$ cat src/rtl/dest_pipe_pkg.sv
// dest_pipe shared constants: specifier layout for the dual-issue pipe.
// Optional feature macro: DEST_REG0_FILTER_EN (drop r0 specifiers at entry).
package dest_pipe_pkg;

    localparam int SPEC_W    = 7;
    localparam int REG_W     = 6;
    localparam int VALID_BIT = 6;

    typedef logic [SPEC_W-1:0] spec_t;

    function automatic spec_t clr_valid(input spec_t s, input logic kill);
        clr_valid = {s[VALID_BIT] & ~kill, s[REG_W-1:0]};
    endfunction

endpackage

$ cat src/rtl/dest_pipe_if.sv
// Decode/control side bundle for dest_pipe: R-stage inputs plus the
// E/M specifiers to the bypass comparators and the W write specifiers.
interface dest_pipe_if;
    import dest_pipe_pkg::*;

    spec_t ADestSpec_s1r;
    spec_t BDestSpec_s1r;
    logic  IssueValid_s1r;
    logic  Stall_s1;
    logic  SquashE_s1;
    spec_t ADest_s2e;
    spec_t BDest_s2e;
    spec_t ADest_s2m;
    spec_t BDest_s2m;
    spec_t AWrSpec_s1w;
    spec_t BWrSpec_s1w;

    modport master (
        output ADestSpec_s1r, BDestSpec_s1r, IssueValid_s1r,
        output Stall_s1, SquashE_s1,
        input  ADest_s2e, BDest_s2e, ADest_s2m, BDest_s2m,
        input  AWrSpec_s1w, BWrSpec_s1w
    );

    modport slave (
        input  ADestSpec_s1r, BDestSpec_s1r, IssueValid_s1r,
        input  Stall_s1, SquashE_s1,
        output ADest_s2e, BDest_s2e, ADest_s2m, BDest_s2m,
        output AWrSpec_s1w, BWrSpec_s1w
    );

endinterface

$ cat src/rtl/dest_pipe_stage.sv
// dest_stage: one specifier register with hold, valid-kill and
// synchronous active-low reset.
module dest_stage
    import dest_pipe_pkg::*;
(
    input  logic  clk,
    input  logic  rst_n,
    input  logic  hold,
    input  logic  clear_valid,
    input  spec_t d,
    output spec_t q
);

    spec_t src;

    always_comb begin
        src = hold ? q : d;
    end

    always_ff @(posedge clk) begin
        if (!rst_n) begin
            q <= '0;
        end else begin
            q <= clr_valid(src, clear_valid);
        end
    end

endmodule

$ cat src/rtl/dest_pipe.sv
// dest_pipe: A/B destination specifiers carried R->E->M->W with stall,
// squash and W-stage collision gating. Macro: DEST_REG0_FILTER_EN.
module dest_pipe
    import dest_pipe_pkg::*;
(
    input  logic        Phi1,
    input  logic        Reset_n_s1,
    dest_pipe_if.slave  dp
);

    spec_t r_q [2];
    spec_t e_q [2];
    spec_t m_q [2];
    spec_t w_q [2];
    spec_t r_in[2];
    logic  r_ok[2];
    logic  e_kill;
    logic  m_kill;
    logic  coll;

    assign r_in[0] = dp.ADestSpec_s1r;
    assign r_in[1] = dp.BDestSpec_s1r;

    always_comb begin
        for (int i = 0; i < 2; i++) begin
`ifdef DEST_REG0_FILTER_EN
            r_ok[i] = (r_in[i][REG_W-1:0] != '0);
`else
            r_ok[i] = 1'b1;
`endif
            r_q[i] = {r_in[i][VALID_BIT] & dp.IssueValid_s1r & r_ok[i],
                      r_in[i][REG_W-1:0]};
        end
    end

    // Squash hits E where it sits: the held copy on stall, else the copy entering M.
    assign e_kill = dp.SquashE_s1 & dp.Stall_s1;
    assign m_kill = dp.SquashE_s1 & ~dp.Stall_s1;

    for (genvar s = 0; s < 2; s++) begin : g_slot
        dest_stage u_e (
            .clk         (Phi1),
            .rst_n       (Reset_n_s1),
            .hold        (dp.Stall_s1),
            .clear_valid (e_kill),
            .d           (r_q[s]),
            .q           (e_q[s])
        );

        dest_stage u_m (
            .clk         (Phi1),
            .rst_n       (Reset_n_s1),
            .hold        (dp.Stall_s1),
            .clear_valid (m_kill),
            .d           (e_q[s]),
            .q           (m_q[s])
        );

        dest_stage u_w (
            .clk         (Phi1),
            .rst_n       (Reset_n_s1),
            .hold        (1'b0),
            .clear_valid (dp.Stall_s1),
            .d           (m_q[s]),
            .q           (w_q[s])
        );
    end

    // B is younger, so on a same-register pair only B writes.
    assign coll = w_q[0][VALID_BIT] & w_q[1][VALID_BIT]
                & (w_q[0][REG_W-1:0] == w_q[1][REG_W-1:0]);

    assign dp.ADest_s2e   = e_q[0];
    assign dp.BDest_s2e   = e_q[1];
    assign dp.ADest_s2m   = m_q[0];
    assign dp.BDest_s2m   = m_q[1];
    assign dp.AWrSpec_s1w = clr_valid(w_q[0], coll);
    assign dp.BWrSpec_s1w = w_q[1];

endmodule

$ cat src/flat_wrapper.sv
// flat-port wrapper written by rule: the top's interface ports become plain ports
module dest_pipe_flat import dest_pipe_pkg::*;
  (Phi1, Reset_n_s1, dp_ADestSpec_s1r, dp_BDestSpec_s1r, dp_IssueValid_s1r, dp_Stall_s1, dp_SquashE_s1, dp_ADest_s2e, dp_BDest_s2e, dp_ADest_s2m, dp_BDest_s2m, dp_AWrSpec_s1w, dp_BWrSpec_s1w);
  dest_pipe_if dp_i ();
  input  logic Phi1;
  input  logic Reset_n_s1;
  input wire logic [$bits(dp_i.ADestSpec_s1r)-1:0] dp_ADestSpec_s1r;
  input wire logic [$bits(dp_i.BDestSpec_s1r)-1:0] dp_BDestSpec_s1r;
  input wire logic [$bits(dp_i.IssueValid_s1r)-1:0] dp_IssueValid_s1r;
  input wire logic [$bits(dp_i.Stall_s1)-1:0] dp_Stall_s1;
  input wire logic [$bits(dp_i.SquashE_s1)-1:0] dp_SquashE_s1;
  output wire logic [$bits(dp_i.ADest_s2e)-1:0] dp_ADest_s2e;
  output wire logic [$bits(dp_i.BDest_s2e)-1:0] dp_BDest_s2e;
  output wire logic [$bits(dp_i.ADest_s2m)-1:0] dp_ADest_s2m;
  output wire logic [$bits(dp_i.BDest_s2m)-1:0] dp_BDest_s2m;
  output wire logic [$bits(dp_i.AWrSpec_s1w)-1:0] dp_AWrSpec_s1w;
  output wire logic [$bits(dp_i.BWrSpec_s1w)-1:0] dp_BWrSpec_s1w;
  assign dp_i.ADestSpec_s1r = dp_ADestSpec_s1r;
  assign dp_i.BDestSpec_s1r = dp_BDestSpec_s1r;
  assign dp_i.IssueValid_s1r = dp_IssueValid_s1r;
  assign dp_i.Stall_s1 = dp_Stall_s1;
  assign dp_i.SquashE_s1 = dp_SquashE_s1;
  assign dp_ADest_s2e = dp_i.ADest_s2e;
  assign dp_BDest_s2e = dp_i.BDest_s2e;
  assign dp_ADest_s2m = dp_i.ADest_s2m;
  assign dp_BDest_s2m = dp_i.BDest_s2m;
  assign dp_AWrSpec_s1w = dp_i.AWrSpec_s1w;
  assign dp_BWrSpec_s1w = dp_i.BWrSpec_s1w;
  dest_pipe u_core (.Phi1(Phi1), .Reset_n_s1(Reset_n_s1), .dp(dp_i));
endmodule
$ cat config.mk
export PLATFORM = sky130hd
export DESIGN_NAME = dest_pipe_flat
export DESIGN_NICKNAME = d
export VERILOG_FILES = /design/src/rtl/dest_pipe_pkg.sv /design/src/rtl/dest_pipe_if.sv /design/src/rtl/dest_pipe_stage.sv /design/src/rtl/dest_pipe.sv /design/src/flat_wrapper.sv
export SDC_FILE = /design/constraint.sdc
export NUM_CORES = 1
export LEC_CHECK = 0
export CAP_MARGIN = 30
export CORE_MARGIN = 1
export CORE_UTILIZATION = 46
export CTS_BUF_LIST = sky130_fd_sc_hd__clkbuf_4 sky130_fd_sc_hd__clkbuf_8
export DETAILED_ROUTE_END_ITERATION = 8
export PLACE_DENSITY = 0.88
export SLEW_MARGIN = 40
export SYNTH_ARGS = -nofsm -noshare
export SYNTH_HDL_FRONTEND = slang
export SYNTH_HIERARCHICAL = 1
export SYNTH_SLANG_ARGS = --single-unit
$ cat constraint.sdc
create_clock -name Phi1 -period 1.6 [get_ports Phi1]
set_clock_uncertainty 0.05 [all_clocks]
set_input_delay 0.4 -clock Phi1 [delete_from_list [all_inputs] [get_ports Phi1]]
set_output_delay 0.4 -clock Phi1 [all_outputs]
set_load 0.03 [all_outputs]
# Word level (Yosys, flattened, before mapping)
# Index checks and enable logic that the tools add are counted.
[op_classes]
n_addsub = 0
n_shift = 0
n_mul = 0
mux = 4
n_reduce_logical = 0
bitwise_logic = 17
eq_ne = 1
n_div = 0
n_lt_le_gt_ge = 0
[ops]
columns = ["operator", "n"]
rows = [
  ["7-bit 2-to-1 mux", 4],
  ["1-bit AND", 13],
  ["6-bit == test", 1],
  ["1-bit NOT", 4],
]
[word_totals]
rom_bits = 0
n_memories = 0
ff_bits = 42
mem_bits_rw = 0
latchBits = 0
in_bits = 19
elab_cells = 32
output_inout_bits = 42

# Logic depth before layout (Yosys ltp)
[depth]
ltp_word = 4
mapped_depth = 3
depth_no_buf = 3

# Hierarchy
# Netlist, hierarchy kept.
[modules_own_cells]
columns = ["mod", "area_per_inst_um2", "cells_each", "instances", "seq_area_each_um2"]
rows = [
  ["dest_stage", 271.5, 22, 6, 140.1],
  ["dest_pipe", 98.8, 13, 1, 0.0],
]

# Worst setup path before layout
# No wires, ideal clock.
[synth_timing]
path_type = "register to output"
start = "reg u_core.g_slot[0].u_w.q[0]"
end = "out dp_AWrSpec_s1w[6]"
path_slack_ns = -0.076
path_stages_with_launch = 4
t_required_ns = 1.150
n_path_buf = 0
arrival_ns = 1.226
path_cell_list = "dfxtp_1 > xnor2_1 > nand4_1 > o41a_1"
[synth_between]
elab_chain_cells = 4
[synth_lines]
columns = ["element", "line_no", "rtl"]
rows = [
  ["start: declaration", "dest_pipe_stage.sv:11", "output spec_t q"],
  ["start signal: assignment", "dest_pipe_stage.sv:24", "q <= clr_valid(src, clear_valid);"],
  ["6-bit == test", "dest_pipe.sv:71", "& (w_q[0][REG_W-1:0] == w_q[1][REG_W-1:0]);"],
  ["1-bit AND", "dest_pipe.sv:71", ""],
  ["1-bit NOT", "dest_pipe_pkg.sv:12", "clr_valid = {s[VALID_BIT] & ~kill, s[REG_W-1:0]};"],
  ["1-bit AND", "dest_pipe_pkg.sv:12", ""],
  ["end: declaration", "flat_wrapper.sv:16", "output wire logic [$bits(dp_i.AWrSpec_s1w)-1:0] dp_AWrSpec_s1w;"],
]
# No other way between the ends.

# Final worst setup path
[layout_timing]
start = "reg u_core.g_slot[1].u_w.q[0]"
end = "out dp_AWrSpec_s1w[6]"
[layout_between]
elab_chain_cells = 4
[layout_lines]
columns = ["element", "line_no"]
rows = [
  ["start: declaration", "dest_pipe_stage.sv:11"],
  ["start signal: assignment", "dest_pipe_stage.sv:24"],
  ["6-bit == test", "dest_pipe.sv:71"],
  ["1-bit AND", "dest_pipe.sv:71"],
  ["1-bit NOT", "dest_pipe_pkg.sv:12"],
  ["1-bit AND", "dest_pipe_pkg.sv:12"],
]
# No other way between the ends.

==> summary.txt <==
Final #Nets: 242
Final period util: 115.9%
wire per inst: 13.31 um
layout cell share with drive strength beyond 1: 18.47%
worst hold path class: flip-flop to flip-flop
status: finished with violations
Vias per Instance: 4.731
ANT cells: 0
critical-path cell list: xnor2_1 > nand4_1 > o41a_1 > buf_6
CP arrival: 1400 ps
clock slew at reported path FFs: 70 ps
critical-path maximum fanout: 2
CTS tree: yes
GRT Overall Usage: 19.22%
Cells after Synth: 145
pins over their slew limit: 0
final setup margin: -253.8 ps
Area Overhead vs Synth: 45.33%
reg-to-reg slack, setup: 760 ps
root buffer cell: clkbuf_8
unrepaired setup endpoints after global routing: true
Vias: 1,268
largest net degree at the start of global routing: 43
Synth Area in XOR/XNOR: 3.041%
drt drc: 0
Cell variety after synth: 11
min Tclk post-route: 1854 ps
wire length on met2: 2003 um
Die Y: 63.29 um
M1 WL: 1432 um
Starting Density: 49.82%
post-DP HPWL: 2766 um
Worst EP required: 1150 ps
vias in the first global route: 1,310
Num Clock Sinks: 42
Post-Synth Adder-Cell Area: 0%
TritonRoute pass-1 iters: 2
initial antenna violation count: 0
pwr dens: 818.2 nW/um^2
Final Hold Vio Count: 0
total power: 2.055 mW
core region area: 3468 um^2
top layer in use: met4
Avg Cell Area, Syn: 11.92 um^2
post-synthesis sequential area ratio: 48.66%
Static Leakage: 1.206 nW
met3 WL: 102 um
ANT nets after route: 0
Post-Syn Area: 1728 um^2
global-route wire length before repair: 6009 um
Synth Area in Simple Gates: 19.19%
WHS: 487.0 ps
main combinational cell family by area after synthesis: multiplexers
f_max: 0.5394 GHz
mux contribution to synthesized area: 24.33%
I/O pin cnt: 61
CTS max path bufs: 2
Post-CTS Setup Inserts: 0
crit start category: flip-flop
Crit Path Category: flip-flop to primary output
PortBufs: 60
Die Wd: 63.29 um
total CTS buffers: 5
total congestion overflow: 0
first-iteration detailed-routing DRC count: 31
Critical Path Sink Type: primary output
drt total wl: 3566 um
CP Buf/Inv Count: 1
CP max stage delay: 360 ps
post-synthesis compound-gate area fraction: 0.6517%
kind of cell adding the most delay to the critical path: compound AO/OA/AOI/OAI gates
clk_lat worst skew: 270 ps
failing checks: setup timing
row cnt: 21
maxcap violations: 0
final setup vio count: 1
H-tree lvl count: 2
DIE AREA: 4006 um^2
Yosys reg bits: 42
Post-CTS Hold Fix Bufs: 0
RD Place Congestion: 0.6835
yosys warns: 6
VDD IR max: 565.2 uV
CP max stage cell: o41a_1
## layout by cell type (no fill, tap or decap)
| cell type | synthesis | layout |
|---|---|---|
| buf_6 | 6 | 1 |
| nor3b_2 | 6 | 6 |
| nand4_1 | 1 | 1 |
| clkdlybuf4s50_1 | 0 | 17 |
| clkbuf_2 | 0 | 1 |
| dfxtp_1 | 42 | 32 |
| buf_4 | 0 | 14 |
| dfxtp_2 | 0 | 10 |
| clkbuf_8 | 0 | 6 |
| buf_12 | 0 | 2 |
| conb_1 | 1 | 2 |
| buf_2 | 0 | 1 |
| o41a_1 | 1 | 1 |
| mux2i_1 | 42 | 42 |
| dlygate4sd2_1 | 0 | 34 |
| and2_1 | 3 | 3 |
| nor2b_1 | 37 | 37 |
| clkdlybuf4s15_1 | 0 | 6 |
| xor2_1 | 3 | 3 |
| xnor2_1 | 3 | 3 |
## stage by stage
step	setup TNS (ps)	instances	worst slack [ps]	util, %	area, um^2
finish	-253.8	268	-253.8	72.40	2511
global route	-331.6	268	-331.6	72.40	2511
detailed placement	-395.3	262	-395.3	71.36	2475
floorplan	0	146	21.39	-	1744
global placement	-331.3	262	-331.3	71.36	2475
CTS	-265.4	268	-265.4	72.33	2509
## sequential cells by signal, indices dropped and copies added (netlist names)
signal	count
u_core/g_slot.u_m/q	14
u_core/g_slot.u_e/q	14
u_core/g_slot.u_w/q	14
## synthesized netlist by cell type, drive strengths merged
library cell	number	area share, %
nor2b	37	13
and2	3	1.1
buf	6	3.9
xor2	3	1.5
nand4	1	0.36
mux2i	42	24
conb	1	0.22
nor3b	6	4.3
o41a	1	0.65
xnor2	3	1.5
dfxtp	42	49
## metal layers
metal / vias up / track usage (%)
li1: 642 / -
met1: 596 / 20.29
met2: 28 / 37.77
met3: 2 / 3.986
met4: 0 / 5.114
met5: - / 0
## report_power, final
part	internal, mW	switching, mW	total (mW)
clock network	0.332	0.302	0.634
registers	1.08	0.0251	1.11
logic	0.152	0.161	0.313
## cell type report
cell class	count	area [um^2]
fill	261	957.2
timing repair buffer	76	694.4
multi-input combinational	98	823.3
tap	46	57.56
clock buffer	6	82.58
sequential	42	853.3
## kinds of logic after synthesis
family	count (synthesis)
other	1
AO/OA/AOI/OAI	1
XOR/XNOR	6
multiplexers	42
flip-flops	42
AND/OR/NAND/NOR	47
buffers and inverters	6
## path summary, 6_finish.rpt
| kind | startpoint | end | depth (start not counted) |
|---|---|---|---|
| hold / removal | u_core/g_slot[1].u_m/q[3]$_SDFFE_PN0N_ | u_core/g_slot[1].u_w/q[3]$_SDFFE_PN0N_ | 2 |
| hold reg to reg | u_core/g_slot[1].u_m/q[3]$_SDFFE_PN0N_ | u_core/g_slot[1].u_w/q[3]$_SDFFE_PN0N_ | 2 |
| setup reg to reg | u_core/g_slot[0].u_m/q[6]$_SDFF_PN0_ | u_core/g_slot[0].u_m/q[6]$_SDFF_PN0_ | 3 |
| setup / recovery | u_core/g_slot[1].u_w/q[0]$_SDFFE_PN0N_ | dp_AWrSpec_s1w[6] | 4 |
## worst reg2reg max path: stages, from the launching register on
cell     delay, ps
dfxtp_1        320
buf_4          140
mux2i_1        160
nor3b_2         60
## what timing repair did
item / CTS / global route
endpoints found under the setup margin: 42 / 8
gates resized for setup: 49 / 7
pin swaps: 1 / 1
Note: power is estimated with default switching activity, not from simulation.
